<file path="src/rtl/max_pool_stream.sv">
// 2x2 / stride-2 streaming max-pool over CHANNELS parallel signed feature channels.
// Optional ReLU fused after pooling when the POOL_RELU_EN macro is defined.
module max_pool_stream #(
    parameter int CHANNELS = 6,
    parameter int DATA_W   = 8,
    parameter int IN_W     = 28,
    parameter int IN_H     = 28
) (
    input  logic                         i_clk,
    input  logic                         i_rst_n,
    input  logic                         i_feature_valid,
    input  logic [CHANNELS*DATA_W-1:0]   i_features,
    output logic                         o_ready,
    output logic                         o_feature_valid,
    output logic [CHANNELS*DATA_W-1:0]   o_features,
    output logic                         o_last,
    input  logic                         i_ready
);

    localparam int VEC_W    = CHANNELS * DATA_W;
    localparam int COL_W    = (IN_W > 2) ? $clog2(IN_W) : 1;
    localparam int ROW_W    = (IN_H > 2) ? $clog2(IN_H) : 1;
    localparam int LB_AW    = (COL_W > 1) ? COL_W - 1 : 1;
    localparam int LB_DEPTH = 1 << LB_AW;

    if ((IN_W < 2) || ((IN_W % 2) != 0)) begin : g_bad_in_w
        $error("max_pool_stream: IN_W must be even and >= 2");
    end
    if ((IN_H < 2) || ((IN_H % 2) != 0)) begin : g_bad_in_h
        $error("max_pool_stream: IN_H must be even and >= 2");
    end

    function automatic logic [VEC_W-1:0] vec_max(input logic [VEC_W-1:0] a,
                                                 input logic [VEC_W-1:0] b);
        logic signed [DATA_W-1:0] ea;
        logic signed [DATA_W-1:0] eb;
        vec_max = '0;
        for (int c = 0; c < CHANNELS; c++) begin
            ea = a[c*DATA_W +: DATA_W];
            eb = b[c*DATA_W +: DATA_W];
            vec_max[c*DATA_W +: DATA_W] = (ea > eb) ? ea : eb;
        end
    endfunction

    function automatic logic [VEC_W-1:0] vec_relu(input logic [VEC_W-1:0] a);
`ifdef POOL_RELU_EN
        logic signed [DATA_W-1:0] ea;
        vec_relu = '0;
        for (int c = 0; c < CHANNELS; c++) begin
            ea = a[c*DATA_W +: DATA_W];
            vec_relu[c*DATA_W +: DATA_W] = (ea < 0) ? '0 : ea;
        end
`else
        vec_relu = a;
`endif
    endfunction

    logic [COL_W-1:0]  col;
    logic [ROW_W-1:0]  row;
    logic [VEC_W-1:0]  pair_p0;
    logic [VEC_W-1:0]  linebuf [LB_DEPTH];
    logic [LB_AW-1:0]  lb_idx;
    logic [VEC_W-1:0]  lb_rd;
    logic [VEC_W-1:0]  win_max;
    logic              accept;
    logic              phase_even_b;
    logic              phase_odd_b;
    logic              frame_end;
    logic              vld_p1;
    logic [VEC_W-1:0]  feat_p1;
    logic              last_p1;

    // An ODD_B beat can only be accepted when the output slot is free or draining.
    assign o_ready      = !vld_p1 || i_ready;
    assign accept       = i_feature_valid && o_ready;
    assign phase_even_b = !row[0] && col[0];
    assign phase_odd_b  = row[0] && col[0];
    assign frame_end    = (row == ROW_W'(IN_H - 1)) && (col == COL_W'(IN_W - 1));
    assign lb_idx       = LB_AW'(col >> 1);
    assign lb_rd        = linebuf[lb_idx];
    assign win_max      = vec_max(vec_max(pair_p0, i_features), lb_rd);

    // Stage p0: raster counters and horizontal pair register
    always_ff @(posedge i_clk) begin
        if (!i_rst_n) begin
            col     <= '0;
            row     <= '0;
            pair_p0 <= '0;
        end else if (accept) begin
            if (!col[0]) begin
                pair_p0 <= i_features;
            end
            if (col == COL_W'(IN_W - 1)) begin
                col <= '0;
                row <= (row == ROW_W'(IN_H - 1)) ? '0 : row + ROW_W'(1);
            end else begin
                col <= col + COL_W'(1);
            end
        end
    end

    // Even-row pair maxima; always written before the odd row reads them
    always_ff @(posedge i_clk) begin
        if (accept && phase_even_b) begin
            linebuf[lb_idx] <= vec_max(pair_p0, i_features);
        end
    end

    // Stage p1: one-deep output register
    always_ff @(posedge i_clk) begin
        if (!i_rst_n) begin
            vld_p1  <= 1'b0;
            feat_p1 <= '0;
            last_p1 <= 1'b0;
        end else if (accept && phase_odd_b) begin
            vld_p1  <= 1'b1;
            feat_p1 <= vec_relu(win_max);
            last_p1 <= frame_end;
        end else if (vld_p1 && i_ready) begin
            vld_p1  <= 1'b0;
        end
    end

    assign o_feature_valid = vld_p1;
    assign o_features      = feat_p1;
    assign o_last          = last_p1;

endmodule

</file>
<file path="config.mk">
export PLATFORM = sky130hd
export DESIGN_NAME = max_pool_stream
export DESIGN_NICKNAME = d
export VERILOG_FILES = /design/src/rtl/max_pool_stream.sv
export SDC_FILE = /design/constraint.sdc
export NUM_CORES = 1
export LEC_CHECK = 0
export BUFFER_PORTS_ARGS = -buffer_cell sky130_fd_sc_hd__buf_2
export CAP_MARGIN = 20
export CELL_PAD_IN_SITES_DETAIL_PLACEMENT = 0
export CELL_PAD_IN_SITES_GLOBAL_PLACEMENT = 1
export CORE_ASPECT_RATIO = 1.1
export CORE_UTILIZATION = 58
export CTS_BUF_LIST = sky130_fd_sc_hd__clkbuf_16
export DETAILED_ROUTE_END_ITERATION = 10
export GPL_TIMING_DRIVEN = 0
export PLACE_DENSITY_LB_ADDON = 0.3
export SLEW_MARGIN = 20
export SYNTH_ARGS = -nofsm -noshare
export SYNTH_HDL_FRONTEND = slang
export SYNTH_SLANG_ARGS = --single-unit
export TNS_END_PERCENT = 100
</file>
<file path="constraint.sdc">
create_clock -name i_clk -period 8.55 [get_ports i_clk]
set_input_delay 1.71 -clock i_clk [delete_from_list [all_inputs] [get_ports i_clk]]
set_output_delay 1.71 -clock i_clk [all_outputs]
set_load 0.005 [all_outputs]
</file>
# Word level (Yosys, flattened, before mapping)

Memory sizes are Yosys's and may differ from the RTL's. A register that Yosys moved wholly into a read port is not among the register bits.
Cells that the tools add are included.

Bits in registers: 108
RAM bits: 768
Memories kept: 1
Bits of input ports: 52
Output and inout bits: 51
Word-level logic and storage cells: 57

Bitwise logic cells: 1
Reductions and logical operators: 13
Order comparisons: 12
Add/sub/neg operators: 2
Equality and inequality tests: 2
Mux-type cells: 20

Memories:

| memory  | words | bits a word | read ports | clocked after memory_dff | write ports | RTL line | text |
|---|---|---|---|---|---|---|---|
| linebuf | 16    | 48          | 1          | 1                        | 1           | 61       | `logic [VEC_W-1:0] linebuf [LB_DEPTH];` |

Operators by type and width:

| operator                                    | count |
|---|---|
| > comparator 8 bit                          | 12 |
| 2-to-1 mux 8 bit                            | 12 |
| adder 5 x 1 -> 5 bit, second input constant | 2 |
| == test 5 bit, second input constant        | 2 |
| 2-to-1 mux 5 bit                            | 2 |
| 2-to-1 mux 4 bit                            | 2 |
| logical AND 1 bit                           | 7 |
| 2-to-1 mux 1 bit                            | 4 |
| AND reduction 2 bit                         | 2 |
| zero test 1 bit                             | 2 |
| nonzero test 2 bit                          | 1 |
| logical OR 1 bit                            | 1 |
| NOT 1 bit                                   | 1 |

# Logic depth before layout (Yosys ltp)

Depth in word-level cells: 6
Mapped depth: 17
Depth with buffers taken out: 15

# Worst setup path before layout

No wires, ideal clock.

Path kind: input -> register
From: input port i_ready
To: memory linebuf[0][0] (netlist bit) (enable)
Required time: 8.037 ns
Setup slack: 2.173 ns
Arrival time: 5.864 ns
Setup time: 0.513 ns
Buffers on the path: 0
Stages on the path: 5
Path through: nor2b_1 > nor2_1 > nand3b_1 > or3_1 > nor3_1

Longest elaborated chain between the ends: 5

RTL lines:

| item                                   | RTL line | text |
|---|---|---|
| start: declaration                     | 17       | `input logic i_ready` |
| logical OR 1 bit                       | 74       | `assign o_ready = !vld_p1 \|\| i_ready;` |
| logical AND 1 bit                      | 75       | `assign accept = i_feature_valid && o_ready;` |
| logical AND 1 bit                      | 104      | `if (accept && phase_even_b) begin` |
| 2-to-1 mux 1 bit                       | 104      |  |
| 2-to-1 mux 1 bit (implied by the code) | 105      | `linebuf[lb_idx] <= vec_max(pair_p0, i_features);` |
| end: declaration                       | 61       |  |

Every way passes these cells.

# Worst setup path after layout

From: input port i_features[37]
To: register feat_p1[39] (netlist: o_features[39])

Longest elaborated chain between the ends: 4

RTL lines:

| item                   | RTL line | text |
|---|---|---|
| start: declaration     | 12       | `input logic [CHANNELS*DATA_W-1:0] i_features,` |
| > comparator 8 bit     | 41       | `vec_max[c*DATA_W +: DATA_W] = (ea > eb) ? ea : eb;` |
| 2-to-1 mux 8 bit (*)   | 41       |  |
| > comparator 8 bit     | 41       |  |
| 2-to-1 mux 8 bit (*)   | 41       |  |
| end signal: assignment | 117      | `feat_p1 <= vec_relu(win_max);` |
| end: declaration       | 70       | `logic [VEC_W-1:0] feat_p1;` |

Every way passes the cells marked *; elsewhere a longest branch is shown, timed or not.
A chain may end at the register's enable or synchronous reset.

==> run metrics <==
Die W=between 200 and 250 um; power density over cell area=between 200 and 250 nW/um2; Final Hold Fails=0; DR vias/cell=around 6.4; worst-case clock skew=25.07 ps; initial antenna violation count=1; CTS tree=yes; CP max FO=17; fraction of layout cells with a size suffix above 1=0.2441; Final Cycle Share=0.6386; Post-CTS Resized=0; final worst setup slack=between 3000 and 4000 ps; Slew @ Worst Pin=between 1000 and 1500 ps; max-cap violation count=0; GR Layer Usage met3=0.05599; Worst IR Drop VDD=around 0.17 mV; Setup crit start kind=input port; grt met2 use=0.4794; mean post-synth cell area=~18 um2; Final Instance Area=between 40000 and 50000 um2; max-slew violation count=0; # fillers=3902; H-tree Lvls=3; # setup viols final=0; NumNets Final=2418; dpl cell area=around 39000 um2; clk slew on worst S/H paths=approximately 70 ps; total grt overflow=0; GR Util met1=0.4025; crit path cell chain=buf_2 > inv_1 > ha_1 > a21o_1 > a2111oi_0 > o211ai_1 > nand3_2 > mux2i_1 > inv_1 > ha_1 > or3b_1 > a2111oi_0 > a211oi_1 > nand2_1 > o211ai_1; # hold bufs at CTS=0; sequential area share after synthesis=0.7022; Setup Crit Path Kind=input port to flop; DP HPWL=around 59000 um; YS warnings=0; Syn Nets=between 2000 and 2500; GRT Util Overall=0.2957; Vias=20300; Tmin final=5460 ps; RePlAce Congestion=roughly 0.81; critical path required time=9110 ps; Setup crit end kind=flop; Highest Clock Rate=around 180 MHz; async set or reset register ratio after synthesis=0; Layout Cells excl Fill=between 3000 and 4000; average wire per standard cell=~29 um; leakage power=between 10 and 15 nW; drt drc=0; synthesized flop and latch total=880; Final Power=approximately 0.009 W; main flop type after synthesis=edfxtp_1; Worst EP arrival=around 6000 ps; clk buf depth=3; Placed Cells=roughly 3000; CTS buffer count=85; Layout area overhead=14.54%; Place WS=2446 ps; drt initial violations=between 2000 and 2500; RSZ-0062 raised after global routing=no; clock root cell=clkbuf_16; PortBufs=102; Worst-Skew Late Latency=between 600 and 700 ps; Slowest-stage cell, CP=a211oi_1; Total Die Area=around 63000 um2; first drt pass iteration count=5; Slew headroom=0.2041; largest net degree at the start of global routing=20; row cnt=95; Routed WL=between 90000 and 100000 um; Cell Area, Synth=36030 um2; Ports=approximately 100; # clock sinks=880; DIE HEIGHT=around 260 um; first-pass GRT wire length=about 130000 um; Top Usage Layer GRT=met2; outcome=complete, no violations; hold_ws=~470 ps; Cell variety after synth=65; CP peak stage delay=just over 700 ps; Hold Crit Class=flop to flop; vias in the first global route=approximately 21000; number of antenna diodes=0; initial core utilization=0.5887; post-CTS setup buffers=0; Post-Syn Instances=2020; number of flops mapped to enable cells by yosys=768; core area=61220 um2; Post-DRT Antenna Nets=0
[critical path: cells and delay by family]
kind | cells | cell delay (ps)
compound gates | 6 | 1910
fa+ha+maj | 2 | 710
buf+inv | 3 | 470
mux | 1 | 380
simple gates | 3 | 840
[cells by family after synthesis]
family,count (synthesis),synth area share
AOI/OAI and AO/OA,272,0.06233
muxes,242,0.1344
and+or+nand+nor,313,0.04007
xor gates and xnor gates,4,0.0009724
buffers and inverters,211,0.02601
DFF,880,0.7022
adders and majority gates,98,0.03403
[cells in the final DEF, fill, tap and decap left out, types with 44 or more instances in the layout]
cell type and n:
a21oi_1 78, a22o_1 44, buf_2 115, clkbuf_1 54
clkbuf_16 88, dfxtp_1 112, edfxtp_1 768, ha_1 98
inv_1 131, mux4_2 190, nand2_1 167
[metal layers]
metal  up-vias  share of wire
li1       8635              -
met1     10480           0.39
met2      1030           0.49
met3       154          0.090
met4         2          0.030
met5         -        0.00010
[metrics by stage]
stage | TNS (ps) | utilization
after global routing | 0 | 0.6743
after CTS | 0 | 0.6742
after floorplan | 0 | -
final | 0 | 0.6743
after global placement | -358070 | 0.6138
after detailed placement | 0 | 0.6313
[registers in the layout, indices dropped and copies added (netlist names), named ones only]
register         cells
pair_p0             48
o_feature_valid      1
o_last               1
row                  5
linebuf            768
col                  5
o_features          48
[path summary, 6_finish.rpt]
check / startpoint / endpoint / slack (ps) / depth (start not counted)
setup reg to reg: flop / o_features[14]$_SDFFE_PN0P_ / 3580 / 12
hold / removal: o_features[5]$_SDFFE_PN0P_ / o_features[5]$_SDFFE_PN0P_ / 470 / 2
hold reg to reg: o_features[5]$_SDFFE_PN0P_ / o_features[5]$_SDFFE_PN0P_ / 470 / 2
setup / recovery: i_features[37] / o_features[39]$_SDFFE_PN0P_ / 3090 / 15
[cells in the mapped netlist, types with 5 or more instances]
library cell | count | share of area
a21o_1 | 6 | 0.0012
a21oi_1 | 78 | 0.011
a221o_1 | 7 | 0.0019
a221oi_1 | 7 | 0.0017
a221oi_2 | 37 | 0.015
a22o_1 | 44 | 0.011
a22oi_1 | 11 | 0.0023
buf_1 | 13 | 0.0014
buf_2 | 13 | 0.0018
buf_6 | 12 | 0.0038
clkbuf_1 | 55 | 0.0057
dfxtp_1 | 112 | 0.062
edfxtp_1 | 768 | 0.64
ha_1 | 98 | 0.034
inv_1 | 110 | 0.011
mux2_2 | 8 | 0.0025
mux2i_1 | 42 | 0.012
mux4_2 | 190 | 0.12
nand2_1 | 167 | 0.017
nand2b_1 | 9 | 0.0016
nand3_1 | 18 | 0.0025
nand4_1 | 14 | 0.0024
nor2_1 | 37 | 0.0039
nor2b_1 | 10 | 0.0017
nor3_1 | 16 | 0.0022
o211ai_1 | 9 | 0.0019
o21ai_0 | 9 | 0.0012
o221ai_1 | 32 | 0.0078
o31ai_1 | 5 | 0.0010
or3_1 | 14 | 0.0024
[power by group]
group          switching, W  internal (W)
Sequential        0.0000151       0.00481
Clock               0.00160       0.00199
Combinational      0.000474      0.000254
Total               0.00208       0.00705
[layout make-up]
class / count / area (um2) / area share
multi-input combinational: 929 / 9911 / 0.2401
clock buffer: 88 / 2202 / 0.05335
sequential: 880 / 25300 / 0.6131
clock inverter: 66 / 424.2 / 0.01028
inverter: 113 / 424.2 / 0.01028
buffer: 98 / 514.2 / 0.01246
tap: 824 / 1031 / 0.02498
timing repair buffer: 161 / 1464 / 0.03547
(Power assumes the default switching activity.)
